`src/rtl/edge_gen_if.sv`:
```
// Request/waveform bundle for edge_gen: master drives requests, slave returns waveform and queue status.
interface edge_gen_if #(
  parameter int PEND_W = 3
);
  logic              trig;
  logic              clr_ovf;
  logic              z;
  logic              busy;
  logic [PEND_W-1:0] pend;
  logic              ovf;

  modport master (output trig, clr_ovf, input z, busy, pend, ovf);
  modport slave  (input trig, clr_ovf, output z, busy, pend, ovf);
endinterface

```
`src/rtl/edge_gen.sv`:
```
// Pulse-to-waveform generator: each trig yields HIGH_W high cycles then >= LOW_W low; extra requests queue in pend.
// Latency: trig at edge N -> z high from edge N+1 when idle. No backpressure; saturated queue drops and sets sticky ovf.
// Optional EDGE_GEN_RETRIG_EN: trig during HIGH stretches the current pulse instead of queueing.
module edge_gen #(
  parameter int HIGH_W = 4,
  parameter int LOW_W  = 2,
  parameter int PEND_W = 3
) (
  input  logic         clk,
  input  logic         rst,
  edge_gen_if.slave    io
);
  localparam int CMAX = (HIGH_W > LOW_W) ? HIGH_W : LOW_W;
  localparam int CW   = (CMAX > 1) ? $clog2(CMAX) : 1;

  localparam logic [CW-1:0]     HI_LOAD  = CW'(HIGH_W - 1);
  localparam logic [CW-1:0]     LO_LOAD  = CW'(LOW_W - 1);
  localparam logic [PEND_W-1:0] PEND_MAX = {PEND_W{1'b1}};

  typedef enum logic [1:0] {IDLE, HIGH, GAP} state_t;

  state_t            state_q, state_d;
  logic [CW-1:0]     cnt_q, cnt_d;
  logic [PEND_W-1:0] pend_q, pend_d;
  logic              ovf_q, ovf_d;
  logic              enq;
  logic              drop;

  always_ff @(posedge clk or negedge rst) begin
    if (!rst) begin
      state_q <= IDLE;
      cnt_q   <= '0;
      pend_q  <= '0;
      ovf_q   <= 1'b0;
    end else begin
      state_q <= state_d;
      cnt_q   <= cnt_d;
      pend_q  <= pend_d;
      ovf_q   <= ovf_d;
    end
  end

  always_comb begin
    state_d = state_q;
    cnt_d   = cnt_q;
    pend_d  = pend_q;
    ovf_d   = ovf_q;
    enq     = 1'b0;
    drop    = 1'b0;

    case (state_q)
      IDLE: begin
        if (io.trig) begin
          state_d = HIGH;
          cnt_d   = HI_LOAD;
        end
      end
      HIGH: begin
        if (cnt_q == '0) begin
          state_d = GAP;
          cnt_d   = LO_LOAD;
        end else begin
          cnt_d = cnt_q - CW'(1);
        end
`ifdef EDGE_GEN_RETRIG_EN
        if (io.trig) begin
          state_d = HIGH;
          cnt_d   = HI_LOAD;
        end
`else
        enq = io.trig;
`endif
      end
      GAP: begin
        if (cnt_q != '0) begin
          cnt_d = cnt_q - CW'(1);
          enq   = io.trig;
        end else if ((pend_q != '0) || io.trig) begin
          // A fresh trig here either starts directly or replaces the dequeued request.
          state_d = HIGH;
          cnt_d   = HI_LOAD;
          if ((pend_q != '0) && !io.trig) begin
            pend_d = pend_q - PEND_W'(1);
          end
        end else begin
          state_d = IDLE;
        end
      end
      default: begin
        state_d = IDLE;
        cnt_d   = '0;
      end
    endcase

    if (enq) begin
      if (pend_q == PEND_MAX) begin
        drop = 1'b1;
      end else begin
        pend_d = pend_q + PEND_W'(1);
      end
    end

    // A drop in the same cycle as the clear must leave the flag set.
    if (io.clr_ovf) begin
      ovf_d = 1'b0;
    end
    if (drop) begin
      ovf_d = 1'b1;
    end
  end

  assign io.z    = (state_q == HIGH);
  assign io.busy = (state_q != IDLE);
  assign io.pend = pend_q;
  assign io.ovf  = ovf_q;
endmodule

```
`src/flat_wrapper.sv`:
```
// flat-port wrapper written by rule: the top's interface ports become plain ports
module edge_gen_flat 
#(
  parameter int HIGH_W = 4,
  parameter int LOW_W  = 2,
  parameter int PEND_W = 3
)
  (clk, rst, io_trig, io_clr_ovf, io_z, io_busy, io_pend, io_ovf);
  edge_gen_if #(.PEND_W(PEND_W)) io_i ();
  input  logic clk;
  input  logic rst;
  input wire logic [$bits(io_i.trig)-1:0] io_trig;
  input wire logic [$bits(io_i.clr_ovf)-1:0] io_clr_ovf;
  output wire logic [$bits(io_i.z)-1:0] io_z;
  output wire logic [$bits(io_i.busy)-1:0] io_busy;
  output wire logic [$bits(io_i.pend)-1:0] io_pend;
  output wire logic [$bits(io_i.ovf)-1:0] io_ovf;
  assign io_i.trig = io_trig;
  assign io_i.clr_ovf = io_clr_ovf;
  assign io_z = io_i.z;
  assign io_busy = io_i.busy;
  assign io_pend = io_i.pend;
  assign io_ovf = io_i.ovf;
  edge_gen #(.HIGH_W(HIGH_W), .LOW_W(LOW_W), .PEND_W(PEND_W)) u_core (.clk(clk), .rst(rst), .io(io_i));
endmodule
```
`config.mk`:
```
export PLATFORM = sky130hd
export DESIGN_NAME = edge_gen_flat
export DESIGN_NICKNAME = d
export VERILOG_FILES = /design/src/rtl/edge_gen_if.sv /design/src/rtl/edge_gen.sv /design/src/flat_wrapper.sv
export SDC_FILE = /design/constraint.sdc
export NUM_CORES = 1
export LEC_CHECK = 0
export CORE_UTILIZATION = 46
export DETAILED_ROUTE_END_ITERATION = 8
export PLACE_DENSITY = 0.83
export SYNTH_ARGS = -nofsm -noshare
export SYNTH_HDL_FRONTEND = slang
export SYNTH_SLANG_ARGS = --single-unit
```
`constraint.sdc`:
```
create_clock -name clk -period 1.7 [get_ports clk]
set_clock_uncertainty 0.1 [all_clocks]
set_input_delay 0.34 -clock clk [delete_from_list [all_inputs] [get_ports clk]]
set_output_delay 0.34 -clock clk [all_outputs]
set_load 0.02 [all_outputs]
```
==> results of run 1 <==
[cell type report]
cell class	instances	area, um2	area share
multi-input combinational	47	436.7	0.4729
sequential	8	201.4	0.2182
timing repair buffer	24	198.9	0.2154
inverter	11	41.29	0.04472
clock buffer	4	26.28	0.02846
tap	15	18.77	0.02033
[path summary, 6_finish.rpt]
check | start | to | slack [ns] | depth (start not counted)
setup / recovery | u_core.state_q[0]$_DFFE_PN0P_ | io_z | 0.04 | 3
hold / removal | rst | u_core.cnt_q[1]$_DFFE_PN0P_ | 0.26 | 1
setup reg to reg | u_core.cnt_q[0]$_DFFE_PN0P_ | u_core.cnt_q[1]$_DFFE_PN0P_ | 0.04 | 5
hold reg to reg | u_core.io.ovf$_DFFE_PN0P_ | u_core.io.ovf$_DFFE_PN0P_ | 0.45 | 2
max in group asynchronous | rst | u_core.io.pend[0]$_DFF_PN0_ | 0.95 | 1
min in group clk | u_core.io.ovf$_DFFE_PN0P_ | u_core.io.ovf$_DFFE_PN0P_ | 0.45 | 2
[per-stage QoR]
step / instances / hold WS, ns / cell area [um2]
final: 109 / 0.2601 / 923.4
after global routing: 109 / 0.2838 / 923.4
after CTS: 108 / 0.2648 / 883.3
after detailed placement: 103 / 0.4477 / 839.6
after global placement: 103 / 0.4105 / 839.6
after floorplan: 68 / -0.05559 / 645.6
[power by group through the flow]
stage	clock network, mW	registers, mW	logic [mW]
global placement	0	0.342	0.964
detailed placement	0	0.352	1.01
CTS	0.164	0.354	1.01
finish	0.157	0.360	1.11
floorplan	0	0.393	0.533
global route	0.172	0.367	1.21
[cell usage in the layout (no fill, tap or decap)]
master,count
mux2_4,2
nand2_2,2
buf_2,1
o21ai_1,1
o21ba_1,1
clkbuf_1,1
dlygate4sd2_1,2
nand3_1,1
xnor2_1,1
clkdlybuf4s15_2,1
a211oi_2,1
inv_2,3
nand2_1,2
nor3_1,2
clkbuf_4,3
a221oi_2,1
clkdlybuf4s50_1,4
a31oi_1,2
dfrtp_1,7
nand2b_1,1
and2_1,1
o211ai_1,1
dfrtp_2,1
o311a_1,1
dlymetal6s2s_1,1
nand4b_1,1
ha_2,3
ha_1,6
or3_4,1
o2111ai_4,1
nor2_2,1
o22ai_1,2
inv_1,8
ha_4,1
a21oi_1,5
nor2_1,4
buf_4,15
nor2b_4,2
[metal layers]
| metal | global-route usage | wire (um) | vias up |
|---|---|---|---|
| li1 | - | - | 284 |
| met1 | 0.2388 | 646 | 261 |
| met2 | 0.4417 | 815 | 11 |
| met3 | 0.02273 | 35 | 5 |
| met4 | 0.1293 | 35 | 0 |
| met5 | 0 | 0 | - |
[cells by family after synthesis]
family / count (synthesis) / synth area share
AOI/OAI and AO/OA: 16 / 0.1949
xor gates and xnor gates: 1 / 0.01365
adders and majority gates: 10 / 0.1949
buffers and inverters: 13 / 0.08382
DFF: 8 / 0.3119
muxes: 2 / 0.03509
and+or+nand+nor: 18 / 0.1657
[what timing repair did]
action                     4_1_cts  5_1_grt
setup buffers                    1        1
gates resized for setup         12       12
pin swaps                        0        2
setup endpoints to repair        8        8
[state kept, by name (all words and copies together), names as in the netlist]
name,count
u_core.state_q,2
u_core.cnt_q,2
u_core.io.ovf,1
u_core.io.pend,3
[worst max-delay path, stage by stage (launching register included)]
cell and delay (ns):
dfrtp_1 0.38, buf_4 0.15, ha_2 0.19, clkdlybuf4s15_2 0.25
==> impl_metrics.tcl, run 1 <==
set metrics [dict create \
    dp_slack_ns -0.1085 \
    total_power_mw 1.626 \
    combPwrFrac 0.682 \
    vias 561 \
    setup_tns_ns 0 \
    die_y_um 39.36 \
    ys_warn_count 0 \
    min_path_type "in -> async" \
    grt_pass1_wl_um 2339 \
    path_clk_slew_ns 0.06 \
    yosys_register_bits 8 \
    min_period_ns 1.658 \
    postSynthCellCount 68 \
    io_pins 10 \
    worst_slew_pin_slew_ns 0.3662 \
    cts.path.max_buffers 2 \
    power.density_nw_per_um2 1761 \
    synth_area_leader_cell "dfrtp_1" \
    synth_ff_type "dfrtp_1" \
    dr.pass1.iters 4 \
    crit_fanout 3 \
    avgSynthCellArea_um2 9.439 \
    drv_slew 0 \
    holdBufCountCts 0 \
    synth_area_leaders "dfrtp_1 31%, ha_1 19%, inv_1 6.4%" \
    final_nets 109 \
    drtIter0Drc 12 \
    fp-row-count 13 \
    htreeDepth 1 \
    critical_path_class "reg -> out" \
    rsz0062_at_grt "true" \
    area_growth_pct 43.86 \
    cts-buffers-inserted 3 \
    port_buffers 9 \
    outcome "finished clean" \
    cts-root-buf "clkbuf_4" \
    core_um2 1301 \
    p_int_mw 0.9144 \
    routed_wl_um 1532 \
    grt_pass1_vias 542 \
    grt_max_degree 9 \
    maxSlewHeadroom 0.7551 \
    cp-start-kind "register" \
    insertedDiodeCount 0 \
    antenna_found_initial 0 \
    grt_remaining_overflow 0 \
    yosysMostFrequentCell "inv_1" \
    cts.sinks 8 \
    drcViolationCount 0 \
    power.leakage_nw 0.4378 \
    pwr-share-seq 0.221 \
    ys_types 28 \
    max-cap-violations 0 \
    netSwitchingFraction 0.4377 \
    ys_top_cells_by_count "11 x inv_1, 10 x ha_1, 8 x dfrtp_1, 5 x a21oi_1, 5 x nor2_1" \
    grt_use_total 0.2307 \
    place_hpwl_um 1222 \
    fin_ws_ns 0.04239 \
    hold_viol 0 \
    power.share.clock 0.096 \
    clk_latency_ns 0.26 \
    synthesis.nets 82 \
    cts_tree "yes" \
    endpoint_kind "output port" \
    synth-seq-area-share 0.3119 \
    synth_top_area_share 0.3119 \
    die_area_um2 1549 \
    timing.fmax_mhz 603.3 \
    synth-edff-count 0 \
    viasPerCell 5.147 \
    die_w_um 39.36 \
    irDropWorstVdd_mv 0.8105 \
    initial_utilization 0.4933 \
    fin_util 0.7096 \
    switchingPower_mw 0.7118 \
    async_flop_share 1.000 \
    ant_nets 0 \
    cp.arrival_ns 1.22 \
    worstPathRequired_ns 1.26 \
    netlist_area_um2 641.9 \
    fillers 106 \
    drive_above_1_share 0.4149 \
    layout_worst_path_cycle_share 0.9751 \
    finalSetupViolCount 0 \
    wl_per_cell_um 14.06 \
    place.gp.congestion 0.8053 \
]
Note: power is estimated with default switching activity, not from simulation.
==> run 2, diff against run 1 <==
--- a/config.mk
+++ b/config.mk
@@ -7,7 +7,9 @@
 export LEC_CHECK = 0
 export CORE_UTILIZATION = 46
 export DETAILED_ROUTE_END_ITERATION = 8
+export HOLD_SLACK_MARGIN = 0.08
 export PLACE_DENSITY = 0.83
 export SYNTH_ARGS = -nofsm -noshare
 export SYNTH_HDL_FRONTEND = slang
 export SYNTH_SLANG_ARGS = --single-unit
+export TNS_END_PERCENT = 50
==> constraint.sdc (replaced) <==
create_clock -name clk -period 1.5 [get_ports clk]
set_clock_uncertainty 0.1 [all_clocks]
set_input_delay 0.3 -clock clk [delete_from_list [all_inputs] [get_ports clk]]
set_output_delay 0.3 -clock clk [all_outputs]
set_load 0.02 [all_outputs]
==> run 2 against run 1 <==
  * Final area increased by 6.9%
  * Via count increased by 8.2%
  * Register-to-register slack got worse by 0.20 ns
  * Flip-flop and latch count unchanged
  * Power increased by 21%
  * Global-route usage decreased by 1.2 points
  * Setup slack got worse by 0.20 ns
  * Clock power increased by 13%
  * Cell count increased by 6.4%
  * Largest power group unchanged
  * Sequential power increased by 13%
  * Critical path depth increased by 3
  * The flow now finishes with violations (negative setup slack)
  * Utilization increased by 4.9 points
  * Critical path type is now reg -> reg
==> impl_metrics.tcl, run 2 (synthesis results as in run 1) <==
set metrics [dict create \
    cts-buffers-inserted 3 \
    cp.arrival_ns 1.69 \
    grtUsageMet3 0.01705 \
    crit_path_max_incr_delay_ns 0.43 \
    grt_use_total 0.2186 \
    rsz0062_at_grt "true" \
    layout_worst_path_cycle_share 1.105 \
    die_area_um2 1549 \
    grt_busiest_layer "met2" \
    cts.path.max_buffers 2 \
    viasPerCell 5.233 \
    grt_pass1_vias 547 \
    port_buffers 9 \
    irDropWorstVdd_mv 1.139 \
    final_common_cell "buf_4" \
    crit_slowest_cell "dfrtp_2" \
    path_clk_slew_ns 0.06 \
    fin_ws_ns -0.1580 \
    multi_input_area_um2 450.4 \
    routed_wl_um 1544 \
    endpoint_kind "register" \
    r2r_slack_ns -0.16 \
    io_pins 10 \
    grt_remaining_overflow 0 \
    area_growth_pct 53.80 \
    drtIter0Drc 8 \
    core_um2 1301 \
    drive_above_1_share 0.4554 \
    vias 607 \
    min_path_type "in -> async" \
    hold_viol 0 \
    ff_latch_area_um2 203.9 \
    crit_fanout 3 \
    dr.pass1.iters 4 \
    drcViolationCount 0 \
    grt_pass1_wl_um 2263 \
    cts.sinks 8 \
    drv_slew 0 \
    final-instance-count-excl-fill 116 \
    worstPathRequired_ns 1.53 \
    cp-start-kind "register" \
    die_y_um 39.36 \
    largest_reg_flops 3 \
    power.density_nw_per_um2 1990 \
    power.leakage_nw 0.4690 \
    fillers 88 \
    clk_latency_ns 0.26 \
    finalSetupViolCount 7 \
    outcome "complete, but fails checks" \
    ant_nets 0 \
    setup_tns_ns -0.5896 \
    die_w_um 39.36 \
    timing.fmax_mhz 603.1 \
    total_power_mw 1.965 \
    cts_tree "yes" \
    place.gp.congestion 0.9271 \
    use_met2 0.3625 \
    initial_utilization 0.4933 \
    final_cell_mix "21 x buf_4, 7 x inv_1, 7 x ha_1" \
    crit_family "flip-flops" \
    holdBufCountCts 0 \
    grt_max_degree 10 \
    worst_slew_pin_slew_ns 0.3807 \
    final_nets 116 \
    use_met1 0.2947 \
    wl_per_cell_um 13.31 \
    critical_path_class "reg -> reg" \
    place_hpwl_um 1127 \
    htreeDepth 1 \
    dpl.cell_count 107 \
    insertedDiodeCount 0 \
    violations "negative setup slack" \
    path_cells "inv_2, ha_4, nor2b_4, a31oi_1, nor2_1, mux2_1" \
    min_period_ns 1.658 \
    maxSlewHeadroom 0.7454 \
    max-cap-violations 0 \
    antenna_found_initial 0 \
    fp-row-count 13 \
    cp.buffers_inverters 1 \
    cts-root-buf "clkbuf_4" \
]
## run 2: cell count changes in the layout (fill, tap and decap cells not counted), moves of 2 or more
cell     delta
buf_4       +6
ha_2        -3
buf_6       +2
dfrtp_1     -2
dfrtp_2     +2
ha_4        +2
mux2_1      +2
mux2_4      -2
## run 2: worst register-to-register path, stage by stage (launching register included)
cell	delay, ns
dfrtp_2	0.43
inv_2	0.09
ha_4	0.13
nor2b_4	0.14
a31oi_1	0.09
nor2_1	0.20
mux2_1	0.35
## run 2: path summary, 6_finish.rpt
kind                            cells past startpoint                           to                         from
worst max-delay path                                6  u_core.cnt_q[1]$_DFFE_PN0P_  u_core.io.pend[1]$_DFF_PN0_
worst min-delay path                                1    u_core.io.ovf$_DFFE_PN0P_                          rst
worst max register to register                      6  u_core.cnt_q[1]$_DFFE_PN0P_  u_core.io.pend[1]$_DFF_PN0_
worst min register to register                      2    u_core.io.ovf$_DFFE_PN0P_    u_core.io.ovf$_DFFE_PN0P_
max in group asynchronous                           1  u_core.io.pend[0]$_DFF_PN0_                          rst
min in group clk                                    2    u_core.io.ovf$_DFFE_PN0P_    u_core.io.ovf$_DFFE_PN0P_
## run 2: layer usage
layer | part of all wire | up-vias
li1 | - | 298
met1 | 0.51 | 289
met2 | 0.44 | 18
met3 | 0.034 | 2
met4 | 0.012 | 0
met5 | 0 | -
## run 2: final cells by class
type                    count  share of cell area
repair buffers             31              0.2497
flip-flops and latches      8              0.2066
well taps                  15             0.01901
inverters                  11             0.04183
clock buffers               4             0.02662
multi-input cells          47              0.4563
## run 2: timing repair
action	in CTS	in global routing
cloned	0	0
gates resized for setup	18	10
setup buffers	2	3
endpoints found under the setup margin	14	10
pin swaps	3	5
## run 2: per-stage QoR
step,instance area (um2),hold slack [ns],utilization,setup slack [ns]
2_1_floorplan,664.4,-0.09559,-,-0.1017
3_3_place_gp,888.4,0.4173,0.6827,-0.2273
3_5_place_dp,888.4,0.4414,0.6827,-0.2529
4_1_cts,927.1,0.2245,0.7125,-0.1208
5_1_grt,987.2,0.2506,0.7587,-0.2156
6_report,987.2,0.2232,0.7587,-0.1580
## run 2: report_power, final
part	internal (mW)	switching, mW	total (mW)	leakage (nW)
clock	0.102	0.0761	0.178	0.0150
sequential	0.318	0.0896	0.407	0.0922
combinational	0.710	0.670	1.38	0.362
total	1.13	0.835	1.96	0.469
